--- src/rtl/div_pkg.sv ---
// Shared types and constants for the sequential signed divider.
//   DIV_WIDTH_DEFAULT : default operand/result width in bits
//   div_state_e       : divider control states
package div_pkg;

  localparam int unsigned DIV_WIDTH_DEFAULT = 8;

  typedef enum logic [1:0] {
    IDLE   = 2'd0,
    DIVIDE = 2'd1,
    FIXUP  = 2'd2,
    DONE   = 2'd3
  } div_state_e;

endpackage : div_pkg

--- src/rtl/div_step.sv ---
// One combinational restoring-division step on magnitudes.
// The partial remainder and the dividend/quotient register form one long
// shift register: the next dividend bit leaves quo_i at its MSB and the new
// quotient bit enters at its LSB.
//   rem_i / rem_o : partial remainder before / after this step (WIDTH+1)
//   quo_i / quo_o : dividend bits still to process plus quotient so far
//   div_i         : divisor magnitude (WIDTH+1)
module div_step #(
  parameter int unsigned WIDTH = 8
) (
  input  logic [WIDTH:0] rem_i,
  input  logic [WIDTH:0] quo_i,
  input  logic [WIDTH:0] div_i,
  output logic [WIDTH:0] rem_o,
  output logic [WIDTH:0] quo_o
);

  localparam int unsigned MW = WIDTH + 1;

  logic [MW:0] shifted;
  logic [MW:0] trial;
  logic        q_bit;

  // Shift in the next dividend bit, trial-subtract, restore on borrow.
  // The partial remainder always stays below the divisor, so the top bit of
  // the trial difference is a clean borrow flag.
  always_comb begin
    shifted = {rem_i, quo_i[WIDTH]};
    trial   = shifted - {1'b0, div_i};
    q_bit   = ~trial[MW];
    rem_o   = q_bit ? MW'(trial) : MW'(shifted);
    quo_o   = {quo_i[WIDTH-1:0], q_bit};
  end

endmodule : div_step

--- src/rtl/div_seq.sv ---
// Sequential signed divider: Quot = A/B truncated toward zero, remainder
// carries the sign of the dividend. Restoring algorithm on WIDTH+1 bit
// magnitudes, one quotient bit per clock, MSB first.
// Optional feature macro: DIV_REM_EN adds the Rem output and its register.
// Ports:
//   clk     : system clock, rising edge
//   n_reset : asynchronous active-low reset
//   start   : request a division (sampled only while busy is low)
//   A, B    : signed dividend / divisor, sampled with start
//   busy    : accepted division in progress
//   done    : one-cycle pulse, results valid from this cycle
//   Quot    : signed quotient (all ones on divide-by-zero)
//   Rem     : signed remainder (DIV_REM_EN only; equals A on divide-by-zero)
//   dz      : divide-by-zero flag for the last result
module div_seq
  import div_pkg::*;
#(
  parameter int unsigned WIDTH = DIV_WIDTH_DEFAULT
) (
  input  logic             clk,
  input  logic             n_reset,
  input  logic             start,
  input  logic [WIDTH-1:0] A,
  input  logic [WIDTH-1:0] B,
  output logic             busy,
  output logic             done,
  output logic [WIDTH-1:0] Quot,
`ifdef DIV_REM_EN
  output logic [WIDTH-1:0] Rem,
`endif
  output logic             dz
);

  localparam int unsigned MW = WIDTH + 1;
  localparam int unsigned CW = (WIDTH > 1) ? $clog2(WIDTH) : 1;
  localparam logic [CW-1:0] CNT_LAST = CW'(WIDTH - 1);

  div_state_e     state_q, state_d;
  logic [CW-1:0]  cnt_q, cnt_d;
  logic [MW-1:0]  prem_q, prem_d;
  logic [MW-1:0]  quo_q, quo_d;
  logic [MW-1:0]  dvs_q, dvs_d;
  logic           q_neg_q, q_neg_d;
  logic           busy_q, busy_d;
  logic           done_q, done_d;
  logic           dz_q, dz_d;
  logic [WIDTH-1:0] quot_q, quot_d;
`ifdef DIV_REM_EN
  logic           r_neg_q, r_neg_d;
  logic [WIDTH-1:0] rem_q, rem_d;
`endif

  logic [MW-1:0]  a_ext, b_ext;
  logic [MW-1:0]  a_abs, b_abs;
  logic [MW-1:0]  step_rem, step_quo;

  // Operand magnitudes, one bit wider so |-2^(WIDTH-1)| is exact.
  always_comb begin
    a_ext = {A[WIDTH-1], A};
    b_ext = {B[WIDTH-1], B};
    a_abs = A[WIDTH-1] ? (~a_ext + MW'(1)) : a_ext;
    b_abs = B[WIDTH-1] ? (~b_ext + MW'(1)) : b_ext;
  end

  div_step #(
    .WIDTH (WIDTH)
  ) u_step (
    .rem_i (prem_q),
    .quo_i (quo_q),
    .div_i (dvs_q),
    .rem_o (step_rem),
    .quo_o (step_quo)
  );

  // State and datapath registers.
  always_ff @(posedge clk or negedge n_reset) begin
    if (!n_reset) begin
      state_q <= IDLE;
      cnt_q   <= '0;
      prem_q  <= '0;
      quo_q   <= '0;
      dvs_q   <= '0;
      q_neg_q <= 1'b0;
      busy_q  <= 1'b0;
      done_q  <= 1'b0;
      dz_q    <= 1'b0;
      quot_q  <= '0;
`ifdef DIV_REM_EN
      r_neg_q <= 1'b0;
      rem_q   <= '0;
`endif
    end else begin
      state_q <= state_d;
      cnt_q   <= cnt_d;
      prem_q  <= prem_d;
      quo_q   <= quo_d;
      dvs_q   <= dvs_d;
      q_neg_q <= q_neg_d;
      busy_q  <= busy_d;
      done_q  <= done_d;
      dz_q    <= dz_d;
      quot_q  <= quot_d;
`ifdef DIV_REM_EN
      r_neg_q <= r_neg_d;
      rem_q   <= rem_d;
`endif
    end
  end

  // Next-state and datapath control.
  always_comb begin
    state_d = state_q;
    cnt_d   = cnt_q;
    prem_d  = prem_q;
    quo_d   = quo_q;
    dvs_d   = dvs_q;
    q_neg_d = q_neg_q;
    busy_d  = busy_q;
    done_d  = 1'b0;
    dz_d    = dz_q;
    quot_d  = quot_q;
`ifdef DIV_REM_EN
    r_neg_d = r_neg_q;
    rem_d   = rem_q;
`endif

    unique case (state_q)
      IDLE: begin
        if (start) begin
          busy_d = 1'b1;
          if (B == '0) begin
            // Divide-by-zero result is known at once; skip the iteration.
            dz_d    = 1'b1;
            quot_d  = '1;
`ifdef DIV_REM_EN
            rem_d   = A;
`endif
            state_d = DONE;
          end else begin
            // a_abs[WIDTH] is always zero; seeding it into the partial
            // remainder keeps the full WIDTH+1 bit magnitude in the chain.
            prem_d  = MW'(a_abs[WIDTH]);
            quo_d   = {a_abs[WIDTH-1:0], 1'b0};
            dvs_d   = b_abs;
            q_neg_d = A[WIDTH-1] ^ B[WIDTH-1];
`ifdef DIV_REM_EN
            r_neg_d = A[WIDTH-1];
`endif
            cnt_d   = '0;
            state_d = DIVIDE;
          end
        end
      end

      DIVIDE: begin
        prem_d = step_rem;
        quo_d  = step_quo;
        if (cnt_q == CNT_LAST) begin
          cnt_d   = '0;
          state_d = FIXUP;
        end else begin
          cnt_d = cnt_q + CW'(1);
        end
      end

      FIXUP: begin
        // Truncation to WIDTH bits makes -2^(WIDTH-1) / -1 wrap to itself.
        quot_d  = WIDTH'(q_neg_q ? (~quo_q + MW'(1)) : quo_q);
`ifdef DIV_REM_EN
        rem_d   = WIDTH'(r_neg_q ? (~prem_q + MW'(1)) : prem_q);
`endif
        dz_d    = 1'b0;
        state_d = DONE;
      end

      DONE: begin
        done_d  = 1'b1;
        busy_d  = 1'b0;
        state_d = IDLE;
      end

      default: state_d = IDLE;
    endcase
  end

  assign busy = busy_q;
  assign done = done_q;
  assign Quot = quot_q;
  assign dz   = dz_q;
`ifdef DIV_REM_EN
  assign Rem  = rem_q;
`endif

endmodule : div_seq
--- config.mk ---
export PLATFORM = sky130hd
export DESIGN_NAME = div_seq
export DESIGN_NICKNAME = d
export VERILOG_FILES = /design/src/rtl/div_pkg.sv /design/src/rtl/div_step.sv /design/src/rtl/div_seq.sv
export SDC_FILE = /design/constraint.sdc
export NUM_CORES = 1
export LEC_CHECK = 0
export ABC_AREA = 1
export CORE_ASPECT_RATIO = 1.4
export CORE_MARGIN = 2
export CORE_UTILIZATION = 57
export DETAILED_ROUTE_END_ITERATION = 12
export PLACE_DENSITY = 0.91
export SLEW_MARGIN = 0
export SYNTH_ARGS = -nofsm -noshare
export SYNTH_HDL_FRONTEND = slang
export SYNTH_SLANG_ARGS = --single-unit
--- constraint.sdc ---
create_clock -name clk -period 2.25 [get_ports clk]
set_input_delay 0.45 -clock clk [delete_from_list [all_inputs] [get_ports clk]]
set_output_delay 0.45 -clock clk [all_outputs]
set_load 0.01 [all_outputs]
==> flow_summary.toml, run 1 <==
[global_route]
antenna_found_initial = 0
grt.total_usage_pct = 28.5
first_global_vias = 2936
grt_pass1_wl_um = 12600
overflow = 0
grt_max_degree = 24

[clock_network]
cts_root_buffer = "clkbuf_8"
clk_path_buf_depth = 2
clkLatencyLatePin_ns = 0.31
ctsHoldBuffers = 0
cts_resized = 0
cts_tree = "built"
cts_setup_buffers = 0
cts.sinks = 44
numCtsBuffers = 5
clkTransAtPathRegs_ns = 0.08
htree_levels = 2

[yosys]
synth_fp_nets = 440
yosysUniqueCellTypes = 31
netlist_area_um2 = 2940
synthTopCellsByArea = "dfrtp_1 38%, nand2_1 16%, ha_1 7.7%"
syn_avg_cell_area_um2 = 7.30
synth-seq-cells = 44
postSynthCellCount = 402
yosys_warnings = 0
synth.top_cell.area_share_pct = 37.5
yosysSeqAreaShare_pct = 37.5
synth_top_area_cell = "dfrtp_1"

[drt]
vias_per_cell = 5.64
vias = 2898
totalWireLength_um = 7320
detailedRoute.firstPassIterationCount = 7
detail_route.wl_per_cell_um = 14.2
ant_nets = 0
drt_iter0_drc = 162
drc = 0

[sta]
hold_violations = 0
worst_pin_slew_ns = 0.551
fin_crit_sh_pct = 93.6
max_clock_freq_mhz = 475
rsz0062_at_grt = "true"
slew_headroom_pct = 63.3
fin_skew_ns = 0.00577
final.min_clock_period_ns = 2.11
setup_viol = 0
slew_viol_final = 0
timing.hold.ws_ns = 0.124

[layout]
antenna_cells = 0
drive_above_1_share_pct = 8.00
layout_commonest_cell = "nand2_1"
nets = 487
syn_to_final_growth_pct = 20.3
fillCellCount = 379
final_cell_mix = "128 x nand2_1, 52 x inv_1, 44 x dfrtp_1, 33 x o21ai_0, 28 x clkdlybuf4s50_1"

[die]
pin_count = 30
dieArea_um2 = 5750
rows = 30
die_w_um = 64.7
core_um2 = 4920
start_util_pct = 59.7
chipHeight_um = 88.9

[setup_path]
criticalPathCategory = "primary input to flip-flop"
cp.required_ns = 2.41
worst_setup_path_end_kind = "flip-flop"
cp.arrival_ns = 2.27
critPathMaxFanout = 7
startpoint_type = "primary input"
r2r_slack_ns = 0.25

[placement]
dp_hpwl_um = 5740
gp_congestion = 0.899
io_buffers = 29

[flow_run]
maxCapViolCount = 0

[power]
cellPowerDensity_nw_per_um2 = 1470
finalPower_uw = 5200
ir_drop_v = 0.000956
p_leak_uw = 0.00180

[outcome]
status = "finished clean"

[min_path]
hold_class = "primary input to async pin"
==> cell usage after synthesis, drive strengths merged <==
library cell  number
dfrtp             44
o211ai             4
o21a               1
nand3             27
or2                2
a32oi              1
buf                6
nor3               3
o21ai             35
inv               52
o31ai              1
a31oi              5
fa                 1
nand2            128
xor2               9
nor2              27
a21oi             17
nand4              3
xnor2              3
nand3b            10
o22ai              1
ha                18
clkinv             1
clkbuf             3
==> state kept, by name, summed over array words and instances (netlist names), 2 cells and up <==
| name | flops |
|---|---|
| state_q | 2 |
| cnt_q | 3 |
| dvs_q | 9 |
| prem_q | 9 |
| Quot | 8 |
| quo_q | 9 |
==> worst max-delay path: stages <==
cell and delay, ns:
clkdlybuf4s50_1 0.42, inv_1 0.08, ha_1 0.14, inv_1 0.05, nor2_1 0.08, nand3b_1 0.12
buf_4 0.16, o21ai_4 0.18, nand2_1 0.13, nor2_2 0.29, a31oi_1 0.15
==> path summary, 6_finish.rpt <==
path	start	endpoint	depth (start not counted)
worst max-delay path	B[0]	Quot[2]	11
worst min-delay path	n_reset	dvs_q[0]	1
worst max register to register	prem_q[3]	prem_q[7]	10
worst min register to register	dvs_q[2]	dvs_q[2]	2
max in group asynchronous	n_reset	Quot[4]	2
min in group clk	dvs_q[2]	dvs_q[2]	2
==> layer usage <==
| metal | part of all wire, % | GRT usage (%) | up-vias |
|---|---|---|---|
| met5 | 0 | 0 | - |
| met4 | 4.1 | 17.6 | 0 |
| met3 | 4.3 | 4.91 | 28 |
| met2 | 54 | 53.6 | 100 |
| met1 | 38 | 29.5 | 1376 |
| li1 | - | - | 1394 |
==> power by group <==
group / switching [uW] / internal [uW]
registers: 284 / 1110
logic: 1890 / 1260
clock network: 284 / 363
==> stage by stage <==
stage,std cells,setup slack (ns),cell area (um^2),util [%],setup TNS (ns)
floorplan,402,0.347,2940,-,0
global placement,506,-0.188,3400,69.2,-2.72
detailed placement,506,-0.259,3400,69.2,-4.57
CTS,514,0.0644,3520,71.7,0
global route,514,-0.00577,3530,71.8,-0.00614
finish,514,0.144,3530,71.8,0
==> cells by family after synthesis <==
kind of cell,synth area share (%)
buffers and inverters,8.82
adders and majority gates,8.35
and+or+nand+nor,29.0
AOI/OAI and AO/OA,12.7
DFF,37.5
xor gates and xnor gates,3.58
==> cell type report <==
cell class	instances	area (um^2)	area share, %
clock buffers	6	82.6	2.34
clock inverters	2	38.8	1.10
inverters	53	199	5.63
multi-input cells	296	1580	44.7
flip-flops and latches	44	1100	31.2
well taps	64	80.1	2.27
repair buffers	49	452	12.8
No activity file was read; power rests on OpenSTA's default activity.
==> run 2: changes to the inputs <==
--- a/config.mk
+++ b/config.mk
@@ -6,10 +6,11 @@
 export NUM_CORES = 1
 export LEC_CHECK = 0
 export ABC_AREA = 1
-export CORE_ASPECT_RATIO = 1.4
+export CORE_ASPECT_RATIO = 0.8
 export CORE_MARGIN = 2
 export CORE_UTILIZATION = 57
 export DETAILED_ROUTE_END_ITERATION = 12
+export GPL_TIMING_DRIVEN = 0
 export PLACE_DENSITY = 0.91
 export SLEW_MARGIN = 0
 export SYNTH_ARGS = -nofsm -noshare
==> run 2 against run 1 <==
Against the previous run:
- first-iteration DRC count grew 110%
- clock skew grew 0.0038 ns
- sequential power shrank 3%
- largest cell class unchanged
==> flow_summary.toml, run 2 (synthesis results as in run 1) <==
[outcome]
status = "finished clean"

[global_route]
grt_max_degree = 26
grt_pass1_wl_um = 11000
antenna_found_initial = 0
first_global_vias = 2415
grt.total_usage_pct = 24.2
overflow = 0

[setup_path]
cp.required_ns = 2.43
rr_worst_depth = 8
startpoint_type = "primary input"
slowest_stage = "clkdlybuf4s50_1"
critPathMaxFanout = 10
criticalPathCategory = "primary input to flip-flop"
worst_setup_path_end_kind = "flip-flop"
critPathMaxStageDelay_ns = 0.47
cp.arrival_ns = 2.33
path_cells = "clkdlybuf4s50_1 > inv_1 > ha_1 > inv_1 > nor2_1 > nand3b_1 > o21ai_4 > nor2_4 > inv_1 > buf_2 > nand2_1 > o21ai_0"
r2r_slack_ns = 0.13
reg2reg_to = "state_q[1]"
crit_path_frequent_cell = "inv_1"
reg2reg_from = "state_q[1]"

[sta]
slew_headroom_pct = 63.7
finalSetupTns_ns = 0
final.min_clock_period_ns = 2.15
worst_pin_slew_ns = 0.545
timing.hold.ws_ns = 0.107
max_clock_freq_mhz = 464
fin_crit_sh_pct = 95.7
fin_skew_ns = 0.00957
slew_viol_final = 0
setup_viol = 0
hold_violations = 0

[power]
cellPowerDensity_nw_per_um2 = 1470
p_leak_uw = 0.00176
ir_drop_v = 0.000642

[placement]
gp_congestion = 0.878
dp_hpwl_um = 5120
io_buffers = 27

[layout]
drive_above_1_share_pct = 7.88
syn_to_final_growth_pct = 18.2
final_cell_mix = "126 x nand2_1, 52 x inv_1, 44 x dfrtp_1, 33 x o21ai_0, 27 x nand3_1"
nets = 481
antenna_cells = 0
top_regs = "dvs_q: 9 flops, prem_q: 9 flops, quo_q: 9 flops"
layout_commonest_cell = "nand2_1"

[drt]
detail_route.wl_per_cell_um = 14.6
drc = 0
detailedRoute.firstPassIterationCount = 5
drt_iter0_drc = 337
ant_nets = 0
vias_per_cell = 5.73
vias = 2897
totalWireLength_um = 7390

[flow_run]
maxCapViolCount = 0

[clock_network]
cts.sinks = 44
numCtsBuffers = 5
clkLatencyLatePin_ns = 0.31
htree_levels = 2
clkTransAtPathRegs_ns = 0.09
cts_tree = "built"
cts_root_buffer = "clkbuf_8"
clk_path_buf_depth = 2

[die]
core_um2 = 4980
die_w_um = 84.2
start_util_pct = 59.0
pin_count = 30
chipHeight_um = 68.2
dieArea_um2 = 5740
rows = 23

[min_path]
hold_class = "primary input to async pin"
[run 2: cell types whose count changed in the layout (fill, tap and decap cells not counted), sizes merged]
| cell | before | now |
|---|---|---|
| clkinvlp | 0 | 1 |
| clkdlybuf4s50 | 28 | 26 |
| bufinv | 1 | 0 |
| buf | 21 | 15 |
| clkbuf | 6 | 8 |
[run 2: final cells by class]
| type | instances | area (um^2) |
|---|---|---|
| buffer | 9 | 61.3 |
| clock buffer | 6 | 82.6 |
| clock inverter | 2 | 10.0 |
| fill | 404 | 1510 |
| inverter | 53 | 203 |
| multi-input combinational | 296 | 1600 |
| sequential | 44 | 1100 |
| tap | 62 | 77.6 |
| timing repair buffer | 34 | 338 |
[run 2: per-layer routing]
metal	vias up	part of all wire, %	global-route usage (%)	routed length, um
li1	1384	-	-	-
met1	1366	44	33.3	3260
met2	123	47	39.9	3460
met3	24	6.1	3.38	450
met4	0	3.0	8.06	222
met5	-	0	0	0
[run 2: timing repair]
item / CTS / global route
endpoints found under the setup margin: 21 / 35
buffers inserted: 4 / 2
hold buffers: 0 / 0
pin swaps: 1 / 2
hold endpoints to repair: 0 / 0
gates cloned: 0 / 0
resized for setup: 2 / 7
[run 2: where the power goes]
group / internal (uW) / total (uW) / leakage, uW / switching, uW
sequential: 1110 / 1360 / 0.000535 / 241
clock: 246 / 539 / 0.0000510 / 293
combinational: 1220 / 3220 / 0.00117 / 2000
[run 2: worst max path at each step]
stage                end  cells past startpoint        from  slack (ns)
2_1_floorplan  prem_q[3]                      9   prem_q[3]        0.35
3_5_place_dp    quo_q[4]                     11        B[0]       -0.36
4_1_cts          Quot[1]                      8  state_q[1]        0.02
6_report        dvs_q[6]                     12        B[0]         0.1
5_1_grt        prem_q[8]                     10   prem_q[5]       -0.04
3_3_place_gp   prem_q[1]                      1     n_reset       -0.38
[run 2: worst max-delay path, delay by kind of cell]
family	cells	cell delay (ns)
buffers and inverters	5	0.92
AND/OR/NAND/NOR	4	0.58
AO/OA/AOI/OAI	2	0.21
adder cells (fa/ha/maj)	1	0.18
[run 2: stage by stage]
| step | total power, uW | instance area, um^2 | std cells | utilization, % | setup WS, ns |
|---|---|---|---|---|---|
| global placement | 4160 | 3280 | 491 | 65.9 | -0.375 |
| floorplan | 3510 | 2940 | 402 | - | 0.347 |
| global route | 5540 | 3470 | 506 | 69.7 | -0.0376 |
| CTS | 4890 | 3430 | 504 | 68.9 | 0.0249 |
| detailed placement | 4290 | 3310 | 492 | 66.4 | -0.357 |
| finish | 5110 | 3470 | 506 | 69.7 | 0.0960 |
==> run 3: changes to the inputs <==
--- a/config.mk
+++ b/config.mk
@@ -12,6 +12,7 @@
 export DETAILED_ROUTE_END_ITERATION = 12
 export GPL_TIMING_DRIVEN = 0
 export PLACE_DENSITY = 0.91
+export SETUP_SLACK_MARGIN = 0.1
 export SLEW_MARGIN = 0
 export SYNTH_ARGS = -nofsm -noshare
 export SYNTH_HDL_FRONTEND = slang
==> run 3 against run 2 <==
Against the previous run:
- count of clock-buffer cells in the layout is the same
- critical path depth shrank 1
- fmax rose by 1.3%
- register-to-register slack improved by 0.02 ns
==> flow_summary.toml, run 3 (synthesis results as in run 1) <==
[sta]
fin_skew_ns = 0.00807
setup_viol = 0
slew_headroom_pct = 63.7
slew_viol_final = 0
final.min_clock_period_ns = 2.13
hold_violations = 0
worst_pin_slew_ns = 0.544
finalSetupTns_ns = 0
max_clock_freq_mhz = 470
rsz0062_at_grt = "false"
fin_crit_sh_pct = 94.5

[clock_network]
clk_path_buf_depth = 2
numCtsBuffers = 5
cts_root_buffer = "clkbuf_8"
cts_tree = "built"
ctsHoldBuffers = 0
cts.sinks = 44
clkLatencyLatePin_ns = 0.31
htree_levels = 2
clkTransAtPathRegs_ns = 0.09

[drt]
ant_nets = 0
totalWireLength_um = 7850
detail_route.wl_per_cell_um = 15.4
vias = 2941
vias_per_cell = 5.76
drc = 0
detailedRoute.firstPassIterationCount = 6
drt_iter0_drc = 350

[layout]
fin_area_um2 = 3550
top_regs = "dvs_q: 9 flops, prem_q: 9 flops, quo_q: 9 flops"
fin_cells = 511
drive_above_1_share_pct = 9.80
layout_commonest_cell = "nand2_1"
syn_to_final_growth_pct = 20.8
nets = 486
antenna_cells = 0
final_cell_mix = "125 x nand2_1, 51 x inv_1, 44 x dfrtp_1, 33 x o21ai_0, 27 x nand3_1"

[die]
die_w_um = 84.2
core_um2 = 4980
start_util_pct = 59.0
dieArea_um2 = 5740
chipHeight_um = 68.2
rows = 23
pin_count = 30

[global_route]
grt_max_degree = 26
antenna_found_initial = 0
overflow = 0
grt_pass1_wl_um = 11300
grt.total_usage_pct = 25.0
first_global_vias = 2472

[placement]
place_inst = 492
gp_congestion = 0.878
dp_hpwl_um = 5120
io_buffers = 27
place_area_um2 = 3310

[outcome]
status = "finished clean"

[setup_path]
reg2reg_from = "quo_q[8]"
r2r_slack_ns = 0.15
worst_setup_path_end_kind = "flip-flop"
reg2reg_to = "prem_q[6]"
rr_worst_depth = 13
cp.arrival_ns = 2.31
critPathMaxFanout = 7
cp.required_ns = 2.43
startpoint_type = "primary input"
criticalPathCategory = "primary input to flip-flop"

[min_path]
hold_class = "primary input to async pin"

[flow_run]
maxCapViolCount = 0

[power]
ir_drop_v = 0.000726
p_leak_uw = 0.00180
cellPowerDensity_nw_per_um2 = 1510
## run 3: repair_timing
item | 4_1_cts | 5_1_grt
setup buffers | 6 | 3
pin swaps | 2 | 5
gates cloned | 0 | 2
setup endpoints to repair | 34 | 36
resized for setup | 4 | 18
## run 3: per-stage QoR
stage	total power [uW]	utilization [%]	hold slack [ns]	setup WS [ns]
2_1_floorplan	3510	-	0.154	0.347
3_3_place_gp	4160	65.9	0.452	-0.375
3_5_place_dp	4290	66.4	0.447	-0.357
4_1_cts	4930	69.4	0.125	0.114
5_1_grt	5770	71.2	0.130	0.0169
6_report	5360	71.2	0.111	0.123
## run 3: worst max-delay path: stages
cell	delay, ns
clkdlybuf4s50_1	0.41
inv_1	0.07
ha_1	0.13
inv_1	0.06
nor2_1	0.09
nand3b_1	0.22
o21ai_4	0.23
buf_4	0.15
nand2_2	0.10
nor2_4	0.23
a31oi_1	0.14
## run 3: worst max path at each step
stage | startpoint | end | slack [ns]
finish | B[1] | Quot[1] | 0.12
global route | quo_q[8] | prem_q[6] | 0.02
CTS | prem_q[3] | prem_q[7] | 0.11
detailed placement | B[0] | quo_q[4] | -0.36
global placement | n_reset | prem_q[1] | -0.38
floorplan | prem_q[3] | prem_q[3] | 0.35
## run 3: layout make-up
type	count	area [um^2]
plain buffers	9	66.3
flip-flops and latches	44	1100
clock buffers	6	82.6
repair buffers	39	395
fillers	389	1430
well taps	62	77.6
inverters	53	203
clock inverters	2	10.0
multi-input cells	296	1610
## run 3: where the power goes
group	total, uW	switching, uW	internal, uW	leakage (uW)
clock	536	291	246	0.0000510
sequential	1360	247	1110	0.000535
combinational	3460	2110	1350	0.00121
total	5360	2650	2710	0.00180
## run 3: layer usage
layer / share of wire (%) / track usage, % / up-vias
met5: 0 / 0 / -
met4: 3.6 / 8.47 / 0
met3: 8.8 / 3.26 / 29
met2: 47 / 41.1 / 161
met1: 41 / 34.7 / 1366
li1: - / - / 1385
